[src/rtl/bcd_pkg.sv]
// Shared types and helpers for the decimal arithmetic datapath.
package bcd_pkg;

   localparam int BCD_W = 4;

   typedef enum logic [1:0] {
      IDLE = 2'd0,
      SUB  = 2'd1,
      FIX  = 2'd2,
      DONE = 2'd3
   } state_t;

   function automatic logic nibble_invalid(input logic [BCD_W-1:0] n);
      return (n > 4'd9);
   endfunction

endpackage

[src/rtl/bcd_digit_sub.sv]
// Single BCD digit subtractor with borrow: d = x - y - bin, corrected into 0..9.
module bcd_digit_sub (
   input  logic [3:0] x,
   input  logic [3:0] y,
   input  logic       bin,
   output logic [3:0] d,
   output logic       bout
);

   logic [4:0] t;

   always_comb begin
      t    = {1'b0, x} - {1'b0, y} - {4'b0000, bin};
      bout = t[4];
      // wraps modulo 16, so a raw -10 lands on 0 as required
      d    = t[4] ? (t[3:0] + 4'd10) : t[3:0];
   end

endmodule

[src/rtl/bcd_serial_sub.sv]
// Digit-serial BCD subtractor A - B, LSD first, one digit per clock.
// Define BCD_SUB_MAGNITUDE_EN to add a tens-complement FIX pass yielding |A-B|.
//
// state | meaning
// IDLE  | waiting for start, outputs hold last result
// SUB   | subtract digit idx of a_q and b_q into diff_q
// FIX   | negate diff_q digit idx (magnitude build only)
// DONE  | result complete, done registered out next cycle
module bcd_serial_sub
   import bcd_pkg::*;
#(
   parameter int DIGITS = 4
) (
   input  logic                      clk,
   input  logic                      rst,
   input  logic                      start,
   input  logic [BCD_W*DIGITS-1:0]   a,
   input  logic [BCD_W*DIGITS-1:0]   b,
   output logic                      busy,
   output logic                      done,
   output logic [BCD_W*DIGITS-1:0]   diff,
   output logic                      neg,
   output logic                      invalid
);

   localparam int W     = BCD_W * DIGITS;
   localparam int IDX_W = (DIGITS > 1) ? $clog2(DIGITS) : 1;

   state_t             state_q, state_d;
   logic [IDX_W-1:0]   idx_q, idx_d;
   logic               borrow_q, borrow_d;
   logic [W-1:0]       a_q, a_d;
   logic [W-1:0]       b_q, b_d;
   logic [W-1:0]       diff_q, diff_d;
   logic               neg_q, neg_d;
   logic               invalid_q, invalid_d;
   logic               done_q, done_d;

   logic [3:0]         dx, dy, dd;
   logic               dbout;
   logic               any_bad;
   logic               last_digit;

   always_comb begin
      any_bad = 1'b0;
      for (int i = 0; i < DIGITS; i++) begin
         any_bad = any_bad | nibble_invalid(a[i*BCD_W +: BCD_W])
                           | nibble_invalid(b[i*BCD_W +: BCD_W]);
      end
   end

   assign last_digit = (idx_q == IDX_W'(DIGITS - 1));

   // One digit slice serves both passes; FIX computes 0 - diff_i - borrow.
   always_comb begin
      dx = a_q[idx_q*BCD_W +: BCD_W];
      dy = b_q[idx_q*BCD_W +: BCD_W];
      if (state_q == FIX) begin
         dx = 4'd0;
         dy = diff_q[idx_q*BCD_W +: BCD_W];
      end
   end

   bcd_digit_sub u_digit (
      .x    (dx),
      .y    (dy),
      .bin  (borrow_q),
      .d    (dd),
      .bout (dbout)
   );

   always_comb begin
      state_d   = state_q;
      idx_d     = idx_q;
      borrow_d  = borrow_q;
      a_d       = a_q;
      b_d       = b_q;
      diff_d    = diff_q;
      neg_d     = neg_q;
      invalid_d = invalid_q;
      done_d    = (state_q == DONE);

      case (state_q)
         IDLE: begin
            // done_q high means we just left DONE; that start is dropped
            if (start && !done_q) begin
               a_d      = a;
               b_d      = b;
               idx_d    = '0;
               borrow_d = 1'b0;
               diff_d   = '0;
               neg_d    = 1'b0;
               if (any_bad) begin
                  invalid_d = 1'b1;
                  state_d   = DONE;
               end else begin
                  invalid_d = 1'b0;
                  state_d   = SUB;
               end
            end
         end
         SUB: begin
            diff_d[idx_q*BCD_W +: BCD_W] = dd;
            borrow_d = dbout;
            idx_d    = idx_q + 1'b1;
            if (last_digit) begin
               neg_d = dbout;
               idx_d = '0;
`ifdef BCD_SUB_MAGNITUDE_EN
               if (dbout) begin
                  borrow_d = 1'b0;
                  state_d  = FIX;
               end else begin
                  state_d  = DONE;
               end
`else
               state_d = DONE;
`endif
            end
         end
         FIX: begin
            diff_d[idx_q*BCD_W +: BCD_W] = dd;
            borrow_d = dbout;
            idx_d    = idx_q + 1'b1;
            if (last_digit) begin
               idx_d    = '0;
               borrow_d = 1'b0;
               state_d  = DONE;
            end
         end
         DONE: begin
            state_d = IDLE;
         end
         default: begin
            state_d = IDLE;
         end
      endcase
   end

   always_ff @(posedge clk or posedge rst) begin
      if (rst) begin
         state_q   <= IDLE;
         idx_q     <= '0;
         borrow_q  <= 1'b0;
         a_q       <= '0;
         b_q       <= '0;
         diff_q    <= '0;
         neg_q     <= 1'b0;
         invalid_q <= 1'b0;
         done_q    <= 1'b0;
      end else begin
         state_q   <= state_d;
         idx_q     <= idx_d;
         borrow_q  <= borrow_d;
         a_q       <= a_d;
         b_q       <= b_d;
         diff_q    <= diff_d;
         neg_q     <= neg_d;
         invalid_q <= invalid_d;
         done_q    <= done_d;
      end
   end

   assign busy    = (state_q != IDLE) | done_q;
   assign done    = done_q;
   assign diff    = diff_q;
   assign neg     = neg_q;
   assign invalid = invalid_q;

endmodule
[config.mk]
export PLATFORM = sky130hd
export DESIGN_NAME = bcd_serial_sub
export DESIGN_NICKNAME = d
export VERILOG_FILES = /design/src/rtl/bcd_pkg.sv /design/src/rtl/bcd_digit_sub.sv /design/src/rtl/bcd_serial_sub.sv
export SDC_FILE = /design/constraint.sdc
export NUM_CORES = 1
export LEC_CHECK = 0
export ABC_AREA = 1
export CAP_MARGIN = 10
export CORE_AREA = 2 2 79 81
export CTS_BUF_LIST = sky130_fd_sc_hd__clkbuf_4 sky130_fd_sc_hd__clkbuf_8 sky130_fd_sc_hd__clkbuf_16
export DETAILED_ROUTE_END_ITERATION = 10
export DIE_AREA = 0 0 81 83
export PLACE_DENSITY = 0.86
export SYNTH_ARGS = -nofsm -noshare
export SYNTH_HDL_FRONTEND = slang
export SYNTH_HIERARCHICAL = 1
export SYNTH_SLANG_ARGS = --single-unit
[constraint.sdc]
create_clock -name clk -period 7.2 [get_ports clk]
set_input_delay 2.16 -clock clk [delete_from_list [all_inputs] [get_ports clk]]
set_output_delay 2.16 -clock clk [all_outputs]
set_load 0.1 [all_outputs]
== Word-level counts from Yosys, hierarchy flattened ==
Cells that the tools add are included.
Widths: inputs -> output; s select.

* Register bits: 56
* Latch bits: 0
* Memory bits (writable): 0
* Bits in read-only memories: 0
* Bits of input ports: 35
* Word-level logic and storage cells: 74
* Memories: 0

* Add/subtract/negate cells: 5
* Multiply operators: 0
* Divide/modulo/power cells: 0
* Order comparisons: 8
* Equality and inequality tests: 7
* Shifts and indexed selects: 5
* Multiplexer cells: 19
* Bitwise logic cells: 8
* Reductions and logical operators: 13

{| class="wikitable"
|+ Operator list
! operator !! number
|-
| $shiftx 16x5->4 || 3
|-
| $neg 4->34 || 1
|-
| $shift 4x34->16 const A || 1
|-
| $shiftx 4x34->16 || 1
|-
| $gt 4x4->1 const B || 8
|-
| $pmux 16 s2 || 1
|-
| $bwmux 16 || 1
|-
| $mux 16 || 1
|-
| $mux 4 || 3
|-
| $mux 2 || 5
|-
| $or 1x1->1 || 8
|-
| $reduce_and 2->1 || 4
|-
| $eq 2x2->1 const B || 3
|-
| $pmux 2 s3 || 1
|-
| $reduce_bool 2->1 || 3
|-
| $sub 4x4->5 || 1
|-
| $sub 5x1->5 || 1
|-
| $add 4x4->4 const B || 1
|-
| $mux 1 || 4
|-
| $ne 2x2->1 const B || 2
|-
| $pmux 2 s2 || 1
|-
| $pmux 1 s3 || 1
|-
| $reduce_and 3->1 || 1
|-
| $reduce_bool 3->1 || 1
|-
| 8 further kinds || 8
|}

== Depth between registers and ports, before layout ==
Gate-level depths: netlist (run 1).

* Depth in word-level cells: 11
* Gate-level depth with buffers: 23
* Gate-level depth less buffers: 22

== Hierarchy ==
The synthesis (run 1) kept the hierarchy.

{| class="wikitable"
|+ By module, submodules not included
! module !! times used !! cells an instance !! area an instance (µm²) !! seq. area each (µm²)
|-
| bcd_serial_sub || 1 || 373 || 2862.7 || 1401.3
|-
| bcd_digit_sub || 1 || 54 || 357.8 || 0.0
|}

== Worst setup path before layout (run 1) ==
OpenSTA, ideal clock, no wires.

* Path type: register -> output
* Start point: reg done_q, in the netlist done
* End point: out busy
* Arrival: 1.838 ns
* Data required time: 5.040 ns
* Setup slack: 3.202 ns
* Cell stages (with the launch flop): 3
* Cells stage by stage: dfrtp_1 inv_1 nand2_1

* Cells in the longest elaborated chain, start to end: 1

{| class="wikitable"
|+ RTL lines
! item !! line !! RTL
|-
| start, declared || bcd_serial_sub.sv:37 || <nowiki>logic done_q, done_d;</nowiki>
|-
| start signal, assigned || bcd_serial_sub.sv:160 || <nowiki>done_q <= done_d;</nowiki>
|-
| $or 1x1->1 || bcd_serial_sub.sv:164 || <nowiki>assign busy = (state_q != IDLE) | done_q;</nowiki>
|-
| end, declared || bcd_serial_sub.sv:19 || <nowiki>output logic busy,</nowiki>
|}

Every way passes these cells.

== Worst setup path in the final report (run 1) ==
* Start point: reg state_q[0]
* End point: out busy

* Cells in the longest elaborated chain, start to end: 2

{| class="wikitable"
|+ RTL lines
! item !! line !! RTL
|-
| start, declared || bcd_serial_sub.sv:29 || <nowiki>state_t state_q, state_d;</nowiki>
|-
| start signal, assigned || bcd_serial_sub.sv:152 || <nowiki>state_q <= state_d;</nowiki>
|-
| $reduce_bool 2->1 || bcd_serial_sub.sv:164 ||
|-
| $or 1x1->1 || bcd_serial_sub.sv:164 ||
|}

Every way passes these cells.

==> key figures, run 1 <==
Status
  – Outcome: finished clean

GRT
  – GR Layer Usage met1: 0.311
  – Via count of the first global-routing pass: 2811
  – Overall fraction of global-route tracks in use: 0.233
  – Largest net degree at the start of global routing: 57
  – Most crowded layer after global routing: met2
  – Wire length of the first global-routing pass: 12500 um
  – Met3 track demand over resource: 0.0413
  – Grt ovf: 0
  – Global-route track usage on met2: 0.383
  – Antenna violations before repair: 0

Critical path
  – Top delay family on crit path: buffers and inverters
  – Worst path required time: 5.04 ns
  – Crit path DAT: 2.38 ns
  – Slowest-stage cell, CP: clkdlybuf4s50_1
  – Critical path depth: 4
  – Critical path fanouts, max: 5
  – Critical Path Max Stage Delay: 1.12 ns
  – Worst setup path class: reg -> out
  – Ordered cell list for the critical path: inv_1 -> ha_1 -> nand2_1 -> clkdlybuf4s50_1
  – Depth of the worst register-to-register path: 22
  – Startpoint Class: flop
  – Worst setup slack for register-to-register paths: 3.15 ns
  – Buffer and inverter count on the worst path: 2
  – Category of the worst setup path capture point: primary output

STA
  – Relative slew margins: 0.310
  – Slew @ Worst Pin: 1.03 ns
  – Final count of pins violating max slew: 0
  – Maximum clock frequency: 0.220 GHz
  – Final Cycle Share: 0.630
  – Hold violation total from the final report: 0
  – Post-layout min period: 4.54 ns
  – Total negative setup slack: 0 ns
  – Unrepaired setup endpoints after global routing: no
  – Clock skew: 0.00584 ns
  – Final setup viols: 0

Yosys
  – Area of the mapped netlist: 3220 um2
  – Gate count of the mapped netlist: 427
  – Mean instance size in the synthesized netlist: 7.54 um2
  – Synth Warn #: 6
  – Distinct cell type count after synthesis: 27
  – Synth Net Count: 482
  – FF+latch count, synth: 56
  – Seq/Total Area, Yosys: 0.435

Final layout
  – Antenna diodes: 0
  – Top library cells by usage in the layout, fill and taps aside: nand2_1, o21ai_0, dfrtp_1, clkdlybuf4s50_1, inv_1
  – Layout cells sized above 1: 0.0483
  – Filler cell count: 496
  – Most common library cell in the layout ignoring fill and taps: nand2_1
  – Growth of design area from synthesis to finish: 22.0%
  – Net count, final: 530

Floorplan
  – Vertical die dimension: 83 um
  – Effective utilization at floorplan: 0.554
  – Number of placed I/O pins: 55
  – DIE AREA: 6720 um2
  – Row count: 28
  – Area inside the core boundary: 5820 um2
  – Die Width: 81 um

Clocking
  – Number of buffers between clock root and the deepest sink: 2
  – Number of buffers created by CTS: 5
  – Buffer count from post-CTS setup fixing: 0
  – Clock tree from TritonCTS: built
  – Later-pin clock latency in the skew report: 0.31 ns
  – Clock-pin slew reported for the worst setup and hold paths after clock tree synthesis: 0.10 ns
  – Hold buffers post-CTS: 0
  – Clock sinks: 56
  – Root buffer cell: clkbuf_8
  – PostCTS Resize Cnt: 0
  – # H-tree levels: 2

Drt
  – Post-detailed-route via-to-cell ratio: 5.32
  – Number of antenna-violating nets in the routed design: 0
  – WL final: 7430 um
  – Wire length per cell after detailed routing: 13.5 um
  – Residual DRC count: 0
  – First-pass detailed-route iteration total: 5
  – DR vias: 2931
  – First DRT Iteration DRCs: 197

Place
  – Number of buffers inserted by port buffering: 54
  – Final GP Congestion: 0.879
  – Estimated wirelength of the detail-placed design: 5620 um

Worst hold path
  – Class of the most critical hold timing path: reg -> reg
  – Count of cells along the worst hold path: 2

Flow run
  – Max-capacitance violation count: 0
[cell usage after synthesis]
cell,number,area [um2]
fa_1,2,40.0
nand2_4,4,45.0
nand2_1,163,612
o21ai_2,1,8.76
o21ai_4,1,16.3
a31oi_1,1,6.26
nor3_1,1,5.00
o21ai_1,5,25.0
o21ai_0,56,280
o22ai_1,8,50.1
a21oi_1,8,40.0
xor2_1,1,8.76
nand3_4,1,17.5
inv_2,2,7.51
nand3_2,2,20.0
dfrtp_1,56,1400
ha_1,18,225
clkbuf_1,5,18.8
nand3_1,9,45.0
buf_1,1,3.75
nand4_1,1,6.26
nand2_2,1,6.26
nor2_1,29,109
inv_1,37,139
buf_2,8,40.0
nor2_2,1,6.26
o211ai_1,5,37.5
[final cells by class]
class                           instances  area [um2]  area share
Multi-Input combinational cell        318        1610       0.410
Tap cell                               75        93.8      0.0239
Inverter                               39         146      0.0373
Clock buffer                            6        76.3      0.0194
Sequential cell                        56        1400       0.357
Clock inverter                          2        38.8     0.00988
Timing Repair Buffer                   55         561       0.143
[kinds of logic (layout without fill, tap and decap cells)]
group / Yosys count / count (layout) / synth area share
AND/OR/NAND/NOR: 212 / 212 / 0.271
XOR/XNOR: 1 / 1 / 0.00272
AO/OA/AOI/OAI: 85 / 85 / 0.144
adder cells (fa/ha/maj): 20 / 20 / 0.0824
flip-flops: 56 / 56 / 0.435
buffers and inverters: 53 / 102 / 0.0649
[state kept, by name, indices dropped and copies added, names as in the netlist]
| name | count |
|---|---|
| neg | 1 |
| done | 1 |
| a_q | 16 |
| idx_q | 2 |
| diff | 16 |
| b_q | 16 |
| state_q | 2 |
| borrow_q | 1 |
| invalid | 1 |
[per-stage QoR]
stage                     cell area (um2)  hold slack, ns  std cells  utilization  worst slack, ns
after floorplan                      3220           0.444        427            -             3.20
after global placement               3790           0.458        542        0.652             3.05
after detailed placement             3790           0.464        542        0.652             2.95
after CTS                            3910           0.489        550        0.672             2.64
after global routing                 3930           0.522        551        0.675             2.56
final                                3930           0.490        551        0.675             2.66
[routing by layer]
layer  vias up  share of wire
li1       1459              -
met3        12          0.058
met4         0          0.019
met2       103           0.49
met5         -              0
met1      1357           0.43
[path summary, 6_finish.rpt]
| kind | startpoint | end |
|---|---|---|
| max in group asynchronous | rst | idx_q[1] |
| max | state_q[0] | busy |
| min reg2reg | a_q[11] | a_q[11] |
| max reg2reg | state_q[0] | diff[15] |
| min in group asynchronous | rst | a_q[6] |
| min | a_q[11] | a_q[11] |
[tightest hold or removal path, cell delays in order, from the launching register on]
cell and delay [ns]:
dfrtp_1 0.36, nand2_1 0.06, nand2_1 0.05
Power of run 1 is left out: the tool's default activity adds up to more than one toggle a clock period on the data nets, which glitch-free logic cannot reach.
==> inputs of run 2 (changes only) <==
Settings changed: CORE_AREA 2 2 79 81 to 2 2 85 87, DIE_AREA 0 0 81 83 to 0 0 87 89, PLACE_DENSITY 0.86 to 0.79.
Clock period 7.2 ns to 3.9 ns, I/O delays scaled along.
==> key figures, run 2 (synthesized netlist as in run 1, its figures left out) <==
Final layout
  – Filler cell count: 625 (was 496)
  – Growth of design area from synthesis to finish: 22.4% (was 22.0%)
  – Net count, final: 534 (was 530)
  – Layout cells sized above 1: 0.102 (was 0.0483)
  – Most common library cell in the layout ignoring fill and taps: nand2_1 (unchanged)
  – Sequential cell area: 1400 um2 (unchanged)
  – Area of the multi-input gates: 1620 um2 (was 1610 um2)
  – Top library cells by usage in the layout, fill and taps aside: nand2_1, o21ai_0, dfrtp_1, clkdlybuf4s50_1, inv_1 (unchanged)
  – Antenna diodes: 0 (unchanged)

STA
  – Final count of pins violating max slew: 0 (unchanged)
  – Clock skew: 0.0194 ns (was 0.00584 ns)
  – Slew @ Worst Pin: 0.966 ns (was 1.03 ns)
  – Unrepaired setup endpoints after global routing: no (unchanged)
  – Total negative setup slack: 0 ns (unchanged)
  – Hold violation total from the final report: 0 (unchanged)
  – Post-layout min period: 3.53 ns
  – Maximum clock frequency: 0.283 GHz
  – Relative slew margins: 0.354 (was 0.310)
  – Final Cycle Share: 0.905
  – Final setup viols: 0 (unchanged)

Floorplan
  – Number of placed I/O pins: 55 (unchanged)
  – Row count: 30 (was 28)
  – DIE AREA: 7740 um2 (was 6720 um2)
  – Vertical die dimension: 89 um (was 83 um)
  – Area inside the core boundary: 6720 um2 (was 5820 um2)
  – Die Width: 87 um (was 81 um)
  – Effective utilization at floorplan: 0.479 (was 0.554)

Critical path
  – Category of the worst setup path capture point: flop (was primary output)
  – Critical path fanouts, max: 16 (was 5)
  – Crit path DAT: 3.77 ns (was 2.38 ns)
  – Startpoint Class: flop (unchanged)
  – Worst path required time: 4.14 ns (was 5.04 ns)
  – Worst setup path class: reg -> reg (was reg -> out)

Clocking
  – Hold buffers post-CTS: 0 (unchanged)
  – Root buffer cell: clkbuf_8 (unchanged)
  – Number of buffers created by CTS: 5 (unchanged)
  – Clock tree from TritonCTS: built (unchanged)
  – Clock-pin slew reported for the worst setup and hold paths after clock tree synthesis: 0.11 ns (was 0.10 ns)
  – Number of buffers between clock root and the deepest sink: 2 (unchanged)
  – Later-pin clock latency in the skew report: 0.33 ns (was 0.31 ns)
  – # H-tree levels: 2 (unchanged)
  – Clock sinks: 56 (unchanged)

GRT
  – Antenna violations before repair: 0 (unchanged)
  – Grt ovf: 0 (unchanged)
  – Wire length of the first global-routing pass: 13700 um (was 12500 um)
  – Via count of the first global-routing pass: 2922 (was 2811)
  – Largest net degree at the start of global routing: 57 (unchanged)
  – Overall fraction of global-route tracks in use: 0.225 (was 0.233)

Worst hold path
  – Class of the most critical hold timing path: reg -> reg (unchanged)

Drt
  – Number of antenna-violating nets in the routed design: 0 (unchanged)
  – First DRT Iteration DRCs: 167 (was 197)
  – DR vias: 2982 (was 2931)
  – Post-detailed-route via-to-cell ratio: 5.33 (was 5.32)
  – Wire length per cell after detailed routing: 14.5 um (was 13.5 um)
  – WL final: 8100 um (was 7430 um)
  – First-pass detailed-route iteration total: 4 (was 5)
  – Residual DRC count: 0 (unchanged)

Place
  – Number of buffers inserted by port buffering: 54 (unchanged)
  – Estimated wirelength of the detail-placed design: 6070 um (was 5620 um)
  – Final GP Congestion: 0.886 (was 0.879)

Flow run
  – Max-capacitance violation count: 0 (unchanged)

Status
  – Outcome: finished clean (unchanged)
==> run 2: final timing paths <==
path	endpoint	cells past startpoint	from	slack, ns
hold reg to reg	b_q[7]	2	b_q[7]	0.48
setup reg to reg	diff[14]	21	state_q[0]	0.37
min in group asynchronous	a_q[8]	3	rst	1.34
max in group asynchronous	b_q[8]	3	rst	2.09
setup / recovery	diff[14]	21	state_q[0]	0.37
hold / removal	b_q[7]	2	b_q[7]	0.48
==> run 2: layer usage <==
metal / routed length [um] / part of all wire / vias to the layer above / track usage
li1: - / - / 1465 / -
met1: 3650 / 0.45 / 1408 / 0.297
met2: 3850 / 0.47 / 97 / 0.375
met3: 485 / 0.060 / 12 / 0.0462
met4: 120 / 0.015 / 0 / 0.0668
met5: 0 / 0 / - / 0
==> run 2: worst max-delay path, cell delays in order, from the launching register on <==
cell and delay [ns]:
dfrtp_1 0.45, inv_2 0.12, ha_4 0.19, buf_4 0.20
o21ai_0 0.11, o22ai_1 0.17, nand2_1 0.07, nand2_1 0.12
inv_1 0.07, fa_1 0.47, fa_1 0.41, inv_1 0.08
nand2_2 0.07, nand2_4 0.09, nand3_2 0.11, nand2_4 0.11
nand2_1 0.05, nand2_1 0.08, nand2_1 0.08, nor2_1 0.12
nand2_1 0.06, o21ai_0 0.20
==> run 2: final cells by class <==
cell class	count	area share
Clock buffer	5	0.0175
Sequential cell	56	0.355
Inverter	39	0.0381
Timing Repair Buffer	59	0.135
Clock inverter	3	0.0175
Tap cell	80	0.0254
Multi-Input combinational cell	318	0.412
==> run 2: timing repair <==
action,in CTS,in global routing
buffers inserted,0,0
gates resized for setup,0,4
setup endpoints to repair,0,6
==> run 2: stage by stage <==
| step | instances | worst slack (ns) | area (um2) | utilization | hold slack, ns |
|---|---|---|---|---|---|
| floorplan | 427 | 0.654 | 3220 | - | 0.444 |
| global placement | 552 | 0.437 | 3790 | 0.564 | 0.459 |
| detailed placement | 552 | 0.193 | 3790 | 0.564 | 0.461 |
| CTS | 560 | 0.220 | 3930 | 0.584 | 0.486 |
| global route | 560 | 0.0189 | 3940 | 0.587 | 0.508 |
| finish | 560 | 0.371 | 3940 | 0.587 | 0.485 |
Power of run 2 is left out for the same reason.
